==> src/rtl/frame_buffer_reader.sv <==
`default_nettype none
// ---------------------------------------------------------------------------
// frame_buffer_reader: streams one frame out of a 1-cycle-latency buffer through
// a 2-entry output FIFO. Optional macro: FB_READER_TIMEOUT_EN.  Rev 1.0
// ---------------------------------------------------------------------------
module frame_buffer_reader #(
  parameter int DEPTH       = 76800,
  parameter int WIDTH       = 15,
  parameter int ACK_TIMEOUT = 1024
) (
  input  logic                      read_clk,
  input  logic                      reset,
  input  logic                      start,
  output logic                      rq_read,
  input  logic                      ack_read,
  output logic                      reading,
  output logic [$clog2(DEPTH)-1:0]  read_addr,
  input  logic [WIDTH-1:0]          rd_px_data,
  output logic [WIDTH-1:0]          out_px_data,
  output logic                      out_valid,
  input  logic                      out_ready,
  output logic                      out_last,
  output logic                      busy,
  output logic                      frame_done
);

  localparam int AW = $clog2(DEPTH);
  localparam int CW = AW + 1;

  localparam logic [1:0] c_IDLE    = 2'd0;
  localparam logic [1:0] c_REQ     = 2'd1;
  localparam logic [1:0] c_READ    = 2'd2;
  localparam logic [1:0] c_RELEASE = 2'd3;

  localparam logic [CW-1:0] c_LAST     = CW'(DEPTH - 1);
  localparam logic [CW-1:0] c_DEPTH    = CW'(DEPTH);
  localparam logic [AW-1:0] c_ADDR_MAX = AW'(DEPTH - 1);

  logic [1:0]       state_q, state_d;
  logic             rq_q, rq_d;
  logic             reading_q, reading_d;
  logic             done_q, done_d;
  logic [AW-1:0]    addr_q, addr_d;
  logic [CW-1:0]    issued_q, issued_d;
  logic [CW-1:0]    xfer_q, xfer_d;
  logic             inflight_q, inflight_d;
  logic             wr_ptr_q, wr_ptr_d;
  logic             rd_ptr_q, rd_ptr_d;
  logic [1:0]       count_q, count_d;
  logic [WIDTH-1:0] mem_q [2];

`ifdef FB_READER_TIMEOUT_EN
  localparam int TW = $clog2(ACK_TIMEOUT + 1);
  localparam logic [TW-1:0] c_TMO_LAST = TW'(ACK_TIMEOUT - 1);
  logic [TW-1:0] timer_q, timer_d;
`endif

  logic       w_pop;
  logic       w_issue;
  logic       w_last_xfer;
  logic [1:0] w_occ;

  // Occupancy counts the slot freed by this cycle's pop so streaming has no bubbles.
  assign w_pop       = (count_q != 2'd0) && out_ready;
  assign w_last_xfer = w_pop && (xfer_q == c_LAST);
  assign w_occ       = count_q + {1'b0, inflight_q} - {1'b0, w_pop};
  assign w_issue     = (state_q == c_READ) && ack_read && (w_occ < 2'd2) && (issued_q != c_DEPTH);

  always_comb begin
    state_d    = state_q;
    rq_d       = rq_q;
    reading_d  = reading_q;
    done_d     = 1'b0;
    addr_d     = addr_q;
    issued_d   = issued_q;
    xfer_d     = xfer_q;
    inflight_d = w_issue;
    wr_ptr_d   = wr_ptr_q ^ inflight_q;
    rd_ptr_d   = rd_ptr_q ^ w_pop;
    count_d    = count_q + {1'b0, inflight_q} - {1'b0, w_pop};
`ifdef FB_READER_TIMEOUT_EN
    timer_d    = timer_q;
`endif
    if (w_pop) xfer_d = xfer_q + CW'(1);
    if (w_issue) begin
      issued_d = issued_q + CW'(1);
      if (addr_q != c_ADDR_MAX) addr_d = addr_q + AW'(1);
    end

    case (state_q)
      c_IDLE: begin
        if (start) begin
          state_d = c_REQ;
          rq_d    = 1'b1;
`ifdef FB_READER_TIMEOUT_EN
          timer_d = '0;
`endif
        end
      end
      c_REQ: begin
        if (ack_read) begin
          state_d   = c_READ;
          rq_d      = 1'b0;
          reading_d = 1'b1;
          addr_d    = '0;
          issued_d  = '0;
          xfer_d    = '0;
        end
`ifdef FB_READER_TIMEOUT_EN
        else if (timer_q == c_TMO_LAST) begin
          state_d = c_IDLE;
          rq_d    = 1'b0;
        end else begin
          timer_d = timer_q + TW'(1);
        end
`endif
      end
      c_READ: begin
        // Normal end and grant loss both close the session and flush the FIFO.
        if (w_last_xfer || !ack_read) begin
          state_d    = w_last_xfer ? c_RELEASE : c_IDLE;
          reading_d  = 1'b0;
          inflight_d = 1'b0;
          count_d    = 2'd0;
          wr_ptr_d   = 1'b0;
          rd_ptr_d   = 1'b0;
        end
      end
      c_RELEASE: begin
        if (!ack_read) begin
          state_d = c_IDLE;
          done_d  = 1'b1;
        end
      end
      default: state_d = c_IDLE;
    endcase
  end

  always_ff @(posedge read_clk) begin
    if (reset) begin
      state_q    <= c_IDLE;
      rq_q       <= 1'b0;
      reading_q  <= 1'b0;
      done_q     <= 1'b0;
      addr_q     <= '0;
      issued_q   <= '0;
      xfer_q     <= '0;
      inflight_q <= 1'b0;
      wr_ptr_q   <= 1'b0;
      rd_ptr_q   <= 1'b0;
      count_q    <= 2'd0;
`ifdef FB_READER_TIMEOUT_EN
      timer_q    <= '0;
`endif
    end else begin
      state_q    <= state_d;
      rq_q       <= rq_d;
      reading_q  <= reading_d;
      done_q     <= done_d;
      addr_q     <= addr_d;
      issued_q   <= issued_d;
      xfer_q     <= xfer_d;
      inflight_q <= inflight_d;
      wr_ptr_q   <= wr_ptr_d;
      rd_ptr_q   <= rd_ptr_d;
      count_q    <= count_d;
`ifdef FB_READER_TIMEOUT_EN
      timer_q    <= timer_d;
`endif
    end
  end

  always_ff @(posedge read_clk) begin
    if (inflight_q) mem_q[wr_ptr_q] <= rd_px_data;
  end

  assign rq_read     = rq_q;
  assign reading     = reading_q;
  assign read_addr   = addr_q;
  assign out_valid   = (count_q != 2'd0);
  assign out_px_data = mem_q[rd_ptr_q];
  assign out_last    = out_valid && (xfer_q == c_LAST);
  assign busy        = (state_q != c_IDLE);
  assign frame_done  = done_q;

endmodule
`default_nettype wire

==> config.mk <==
export PLATFORM = sky130hd
export DESIGN_NAME = frame_buffer_reader
export DESIGN_NICKNAME = d
export VERILOG_FILES = /design/src/rtl/frame_buffer_reader.sv
export SDC_FILE = /design/constraint.sdc
export NUM_CORES = 1
export LEC_CHECK = 0
export CORE_UTILIZATION = 50
export DETAILED_ROUTE_END_ITERATION = 16
export PLACE_DENSITY = 0.74
export SLEW_MARGIN = 0
export SYNTH_ARGS = -nofsm -noshare
export SYNTH_HDL_FRONTEND = slang
export SYNTH_SLANG_ARGS = --single-unit
==> constraint.sdc <==
create_clock -name read_clk -period 4.4 [get_ports read_clk]
set_input_delay 0.88 -clock read_clk [delete_from_list [all_inputs] [get_ports read_clk]]
set_output_delay 0.88 -clock read_clk [all_outputs]
set_load 0.02 [all_outputs]
==> results of run 1 <==
==> kinds of logic (layout without fill, tap and decap cells) <==
group,Yosys count,count (layout),synth area share (%)
compound gates,68,68,10.9
fa+ha+maj,8,8,2.38
xor+xnor,29,29,6.42
simple gates,164,164,21.8
buf+inv,30,89,3.18
flops,93,93,51.3
mux,15,15,4.01
==> routing by layer <==
| metal | track usage [%] | vias up |
|---|---|---|
| met2 | 32.0 | 67 |
| met4 | 5.00 | 0 |
| met3 | 4.61 | 8 |
| met1 | 26.4 | 1570 |
| li1 | - | 1616 |
| met5 | 0 | - |
==> worst max-delay path, stage by stage <==
cell             delay [ns]
clkdlybuf4s50_1        0.39
o21ai_0                0.14
clkinv_1               0.32
ha_1                   0.36
inv_1                  0.06
ha_1                   0.15
xor3_2                 0.34
nor2_8                 0.19
o21ai_4                0.23
or4_1                  0.57
a21oi_1                0.15
==> cell usage after synthesis (12+ instances only) <==
cell type  count  share of area (%)
dfxtp_1       63                 30
nor2_1        41                3.7
edfxtp_1      30                 21
a21oi_1       26                3.1
nand2_1       24                2.1
nand3_1       20                2.4
xnor2_1       17                3.5
mux2_2        15                4.0
inv_1         13                1.2
or4_1         13                2.3
nand4_1       12                1.8
o21ai_0       12                1.4
==> flip-flops by register name, summed over array words and instances (netlist names) <==
signal and cells:
issued_q 18, frame_done 1, xfer_q 18, rd_ptr_q 1
count_q 2, inflight_q 1, rq_read 1, state_q 2
wr_ptr_q 1, mem_q 30, reading 1, read_addr 17
==> per-stage QoR <==
step                      hold slack [ns]  total power [mW]
final                               0.491              1.62
after global routing                0.515              1.68
after CTS                           0.502              1.63
after detailed placement            0.481              1.05
after global placement              0.469              1.05
after floorplan                     0.465             0.995
==> worst min path at each step <==
stage | start | endpoint | cells past startpoint
6_report | rq_read | rq_read | 1
5_1_grt | issued_q[16] | issued_q[16] | 2
4_1_cts | issued_q[1] | issued_q[1] | 2
3_5_place_dp | rq_read | rq_read | 1
3_3_place_gp | rq_read | rq_read | 1
2_1_floorplan | issued_q[16] | issued_q[16] | 2
==> power groups by stage <==
| stage | clock [mW] | combinational (mW) | sequential [mW] |
|---|---|---|---|
| 2_1_floorplan | 0 | 0.0776 | 0.918 |
| 3_3_place_gp | 0 | 0.124 | 0.923 |
| 3_5_place_dp | 0 | 0.127 | 0.924 |
| 4_1_cts | 0.602 | 0.128 | 0.904 |
| 5_1_grt | 0.635 | 0.136 | 0.906 |
| 6_report | 0.592 | 0.127 | 0.904 |
==> area by class of cell <==
type | count | area (um2)
Sequential cell | 93 | 2160
Clock inverter | 7 | 81.3
Tap cell | 105 | 131
Inverter | 14 | 52.6
Multi-Input combinational cell | 284 | 1920
Clock buffer | 9 | 124
Fill cell | 655 | 3120
Timing Repair Buffer | 59 | 586
==> summary.txt, run 1 <==
Status -> completed
Final Instance Area -> 5050 um2
Clock network fraction of total power -> 36.5%
Synth cell types -> 52
Root buf cell -> clkbuf_8
Post-synthesis area per instance -> 10.3 um2
CP Class -> primary input to register
Worst R2R Start -> count_q[1]
Slew headroom -> 44.6%
Top_reg_cell synth -> dfxtp_1
Clock slew at reported path FFs -> 0.09 ns
Ys async rst share -> 0%
Synth Warn # -> 0
Die Span X -> 93.8 um
Reg2Reg Capture Point -> read_addr[15]
Combinational fraction of design power -> 7.8%
GRT Residual Overflow -> 0
Post-synth EDFFs -> 30
Tcrit/Tclk final -> 80.0%
Flop pwr share -> 55.7%
Clock skew -> 0.00854 ns
Flop-to-flop setup slack -> 1.30 ns
Worst slack at placement -> 0.508 ns
CP arrival -> 3.80 ns
Hold crit path type -> register to register
Post-CTS Setup Repair Bufs -> 0
Met1 Wirelength -> 3.89 mm
Cts hold-fix bufs -> 0
Flops & latches, synth -> 93
Startpoint types -> primary input
GRT Overall Usage -> 19.7%
Largest net degree at the start of global routing -> 38
Maximum root-to-sink buffer count -> 2
Max_cap viols -> 0
Post-CTS Resized -> 0
Mapped Area -> 4210 um2
Reg2Reg Depth -> 10
Final slew viol count -> 0
Area grow syn2layout -> 20.0%
Core area -> 8180 um2
Via density -> 5.71
Switching power -> 0.397 mW
N_diodes -> 0
Post-DR wirelength/cell -> 14.9 um
Initial Util -> 51.5%
Io pins -> 58
Switching share of power -> 24.5%
Syn Nets -> 435
Slew at the pin closest to its max-slew limit -> 0.829 ns
DRT antenna net count -> 0
GP Congestion -> 0.783
Final hold viol count -> 0
Leakage -> 1.61 nW
Global-route wire length before repair -> 13.6 mm
I/O Buffers -> 57
CP endpoint kind -> register
DP HPWL -> 5.88 mm
Int Pwr -> 1.23 mW
First-pass DRT Iterations -> 4
Fin nets -> 489
Vias -> 3,261
Req. time, crit path -> 4.68 ns
Final core utilization -> 61.8%
Peak VDD IR -> 0.135 mV
Row cnt -> 33
Setup-failing EPs final -> 0
Top Metal Used -> met4
Final cell count without fillers -> 571
Commonest cells after routing, fill and taps aside -> dfxtp_1, clkdlybuf4s50_1, nor2_1
Vias in the first global route -> 2,907
CTS Buf Count -> 9
Initial antenna violation count -> 0
Setup TNS -> 0 ns
Die Ht -> 93.8 um
Placed instance area -> 4850 um2
Fmax -> 284 MHz
H-tree depth -> 3
Residual DRC -> 0
Met2 wire len -> 4.04 mm
CP Max Fanout -> 37
PwrDens -> 321 nW/um2
Post-layout minimum cycle time -> 3.52 ns
Crit path launch -> out_ready
Crit path to -> read_addr[15]
Total routed wirelength -> 8.49 mm
Iter 0 DRT Violations -> 97
Unrepaired setup endpoints after global routing -> no
Met3 wire length -> 487 um
Setup slack after layout -> 0.880 ns
Worst skew pair latency -> 0.36 ns
Layout cell share with drive strength beyond 1 -> 9.01%
Seq/Total Area, Yosys -> 51.3%
Dpl cells -> 555
Post-Synthesis Cells -> 407
Most common cell after layout, fill and taps aside -> dfxtp_1
CTS sink cnt -> 93
Die footprint -> 8790 um2
CTS tree -> done
Note: power is estimated with default switching activity, not from simulation.
==> run 2, diff against run 1 <==
==> constraint.sdc (replaced) <==
create_clock -name read_clk -period 3.4 [get_ports read_clk]
set_input_delay 0.68 -clock read_clk [delete_from_list [all_inputs] [get_ports read_clk]]
set_output_delay 0.68 -clock read_clk [all_outputs]
set_load 0.02 [all_outputs]
==> summary.txt, run 2 (synthesis gave the netlist of run 1 again) <==
Reg2Reg Depth -> 10
Post-CTS Resized -> 0
Slew headroom -> 45.7%
GP Congestion -> 0.781
Post-layout minimum cycle time -> 2.99 ns
Area grow syn2layout -> 21.0%
Vias -> 3,297
Slew at the pin closest to its max-slew limit -> 0.812 ns
Clock slew at reported path FFs -> 0.09 ns
Startpoint types -> register
Row cnt -> 33
Vias in the first global route -> 3,010
Fin nets -> 497
CP arrival -> 2.31 ns
Clock network fraction of total power -> 34.7%
Most common cell after layout, fill and taps aside -> dfxtp_1
Setup slack after layout -> 0.406 ns
CP endpoint kind -> output port
Io pins -> 58
Clock skew -> 0.00805 ns
Via density -> 5.69
CTS Buf Count -> 9
Switching power -> 0.531 mW
Residual DRC -> 0
Placed instance area -> 4910 um2
Flop pwr share -> 56.9%
CP Class -> register to output port
I/O Buffers -> 57
Iter 0 DRT Violations -> 101
First-pass DRT Iterations -> 4
Cts hold-fix bufs -> 0
Fmax -> 334 MHz
Tcrit/Tclk final -> 88.1%
Die Ht -> 93.8 um
Post-DR wirelength/cell -> 15.1 um
Die Span X -> 93.8 um
Post-CTS Setup Repair Bufs -> 0
Unrepaired setup endpoints after global routing -> no
Number of flip-flops in the largest register -> 30
Maximum root-to-sink buffer count -> 2
Combinational fraction of design power -> 8.4%
GRT Residual Overflow -> 0
Max_cap viols -> 0
Hold crit path type -> register to register
Final slew viol count -> 0
Worst skew pair latency -> 0.37 ns
DRT antenna net count -> 0
CTS sink cnt -> 93
Req. time, crit path -> 2.72 ns
DP HPWL -> 6.11 mm
Flop-to-flop setup slack -> 0.72 ns
Root buf cell -> clkbuf_8
Core area -> 8180 um2
Final Instance Area -> 5100 um2
Total routed wirelength -> 8.73 mm
Initial antenna violation count -> 0
H-tree depth -> 3
Largest net degree at the start of global routing -> 30
N_diodes -> 0
Crit path launch -> xfer_q[16]
Switching share of power -> 25.8%
Reg2Reg Capture Point -> read_addr[3]
Initial Util -> 51.5%
CP Max Fanout -> 4
Worst slack at placement -> 0.0457 ns
Die footprint -> 8790 um2
Regs by FF count -> mem_q (30), issued_q (18), xfer_q (18)
Final hold viol count -> 0
Int Pwr -> 1.52 mW
Setup TNS -> 0 ns
Crit path to -> out_last
Worst R2R Start -> count_q[1]
Peak VDD IR -> 0.175 mV
PwrDens -> 403 nW/um2
Setup-failing EPs final -> 0
Status -> completed
Commonest cells after routing, fill and taps aside -> dfxtp_1, clkdlybuf4s50_1, nor2_1
Leakage -> 1.65 nW
CTS tree -> done
GRT Overall Usage -> 20.9%
Global-route wire length before repair -> 14.3 mm
Layout cell share with drive strength beyond 1 -> 10.5%
Largest register by flop count -> mem_q
run 2: worst min path at each step:
stage / to / from / depth (start not counted)
after global placement: rq_read / rq_read / 1
after CTS: xfer_q[1] / xfer_q[1] / 2
after floorplan: issued_q[16] / issued_q[16] / 2
final: xfer_q[1] / xfer_q[1] / 2
after detailed placement: issued_q[11] / issued_q[11] / 2
after global routing: xfer_q[1] / xfer_q[1] / 2
run 2: per-stage QoR:
step	hold WS, ns	power [mW]	util, %	instances
floorplan	0.465	1.29	-	407
global placement	0.477	1.36	60.0	563
detailed placement	0.489	1.37	60.0	563
CTS	0.505	2.07	62.3	579
global route	0.530	2.13	62.3	579
finish	0.505	2.06	62.3	579
run 2: per-layer routing:
metal | wire length [um] | vias up | GRT usage (%)
met5 | 0 | - | 0
met4 | 117 | 0 | 7.31
met3 | 442 | 15 | 4.69
met2 | 4240 | 73 | 34.5
met1 | 3940 | 1577 | 26.7
li1 | - | 1632 | -
run 2: layout make-up:
cell class	instances	area (um2)
fill	694	3080
clock buffer	9	124
multi-input combinational	284	1920
tap	105	131
clock inverter	7	65.1
sequential	93	2160
timing repair buffer	67	646
inverter	14	52.6
run 2: worst max-delay path: stages (launching register included):
cell and delay, ns:
dfxtp_1 0.37, nor4bb_1 0.28, nand4_1 0.21, nor4b_1 0.41, clkdlybuf4s50_1 0.68
run 2: power by group through the flow:
| stage | sequential [mW] | combinational (mW) | clock, mW |
|---|---|---|---|
| 2_1_floorplan | 1.19 | 0.100 | 0 |
| 3_3_place_gp | 1.19 | 0.169 | 0 |
| 3_5_place_dp | 1.20 | 0.172 | 0 |
| 4_1_cts | 1.17 | 0.173 | 0.727 |
| 5_1_grt | 1.17 | 0.186 | 0.777 |
| 6_report | 1.17 | 0.172 | 0.714 |
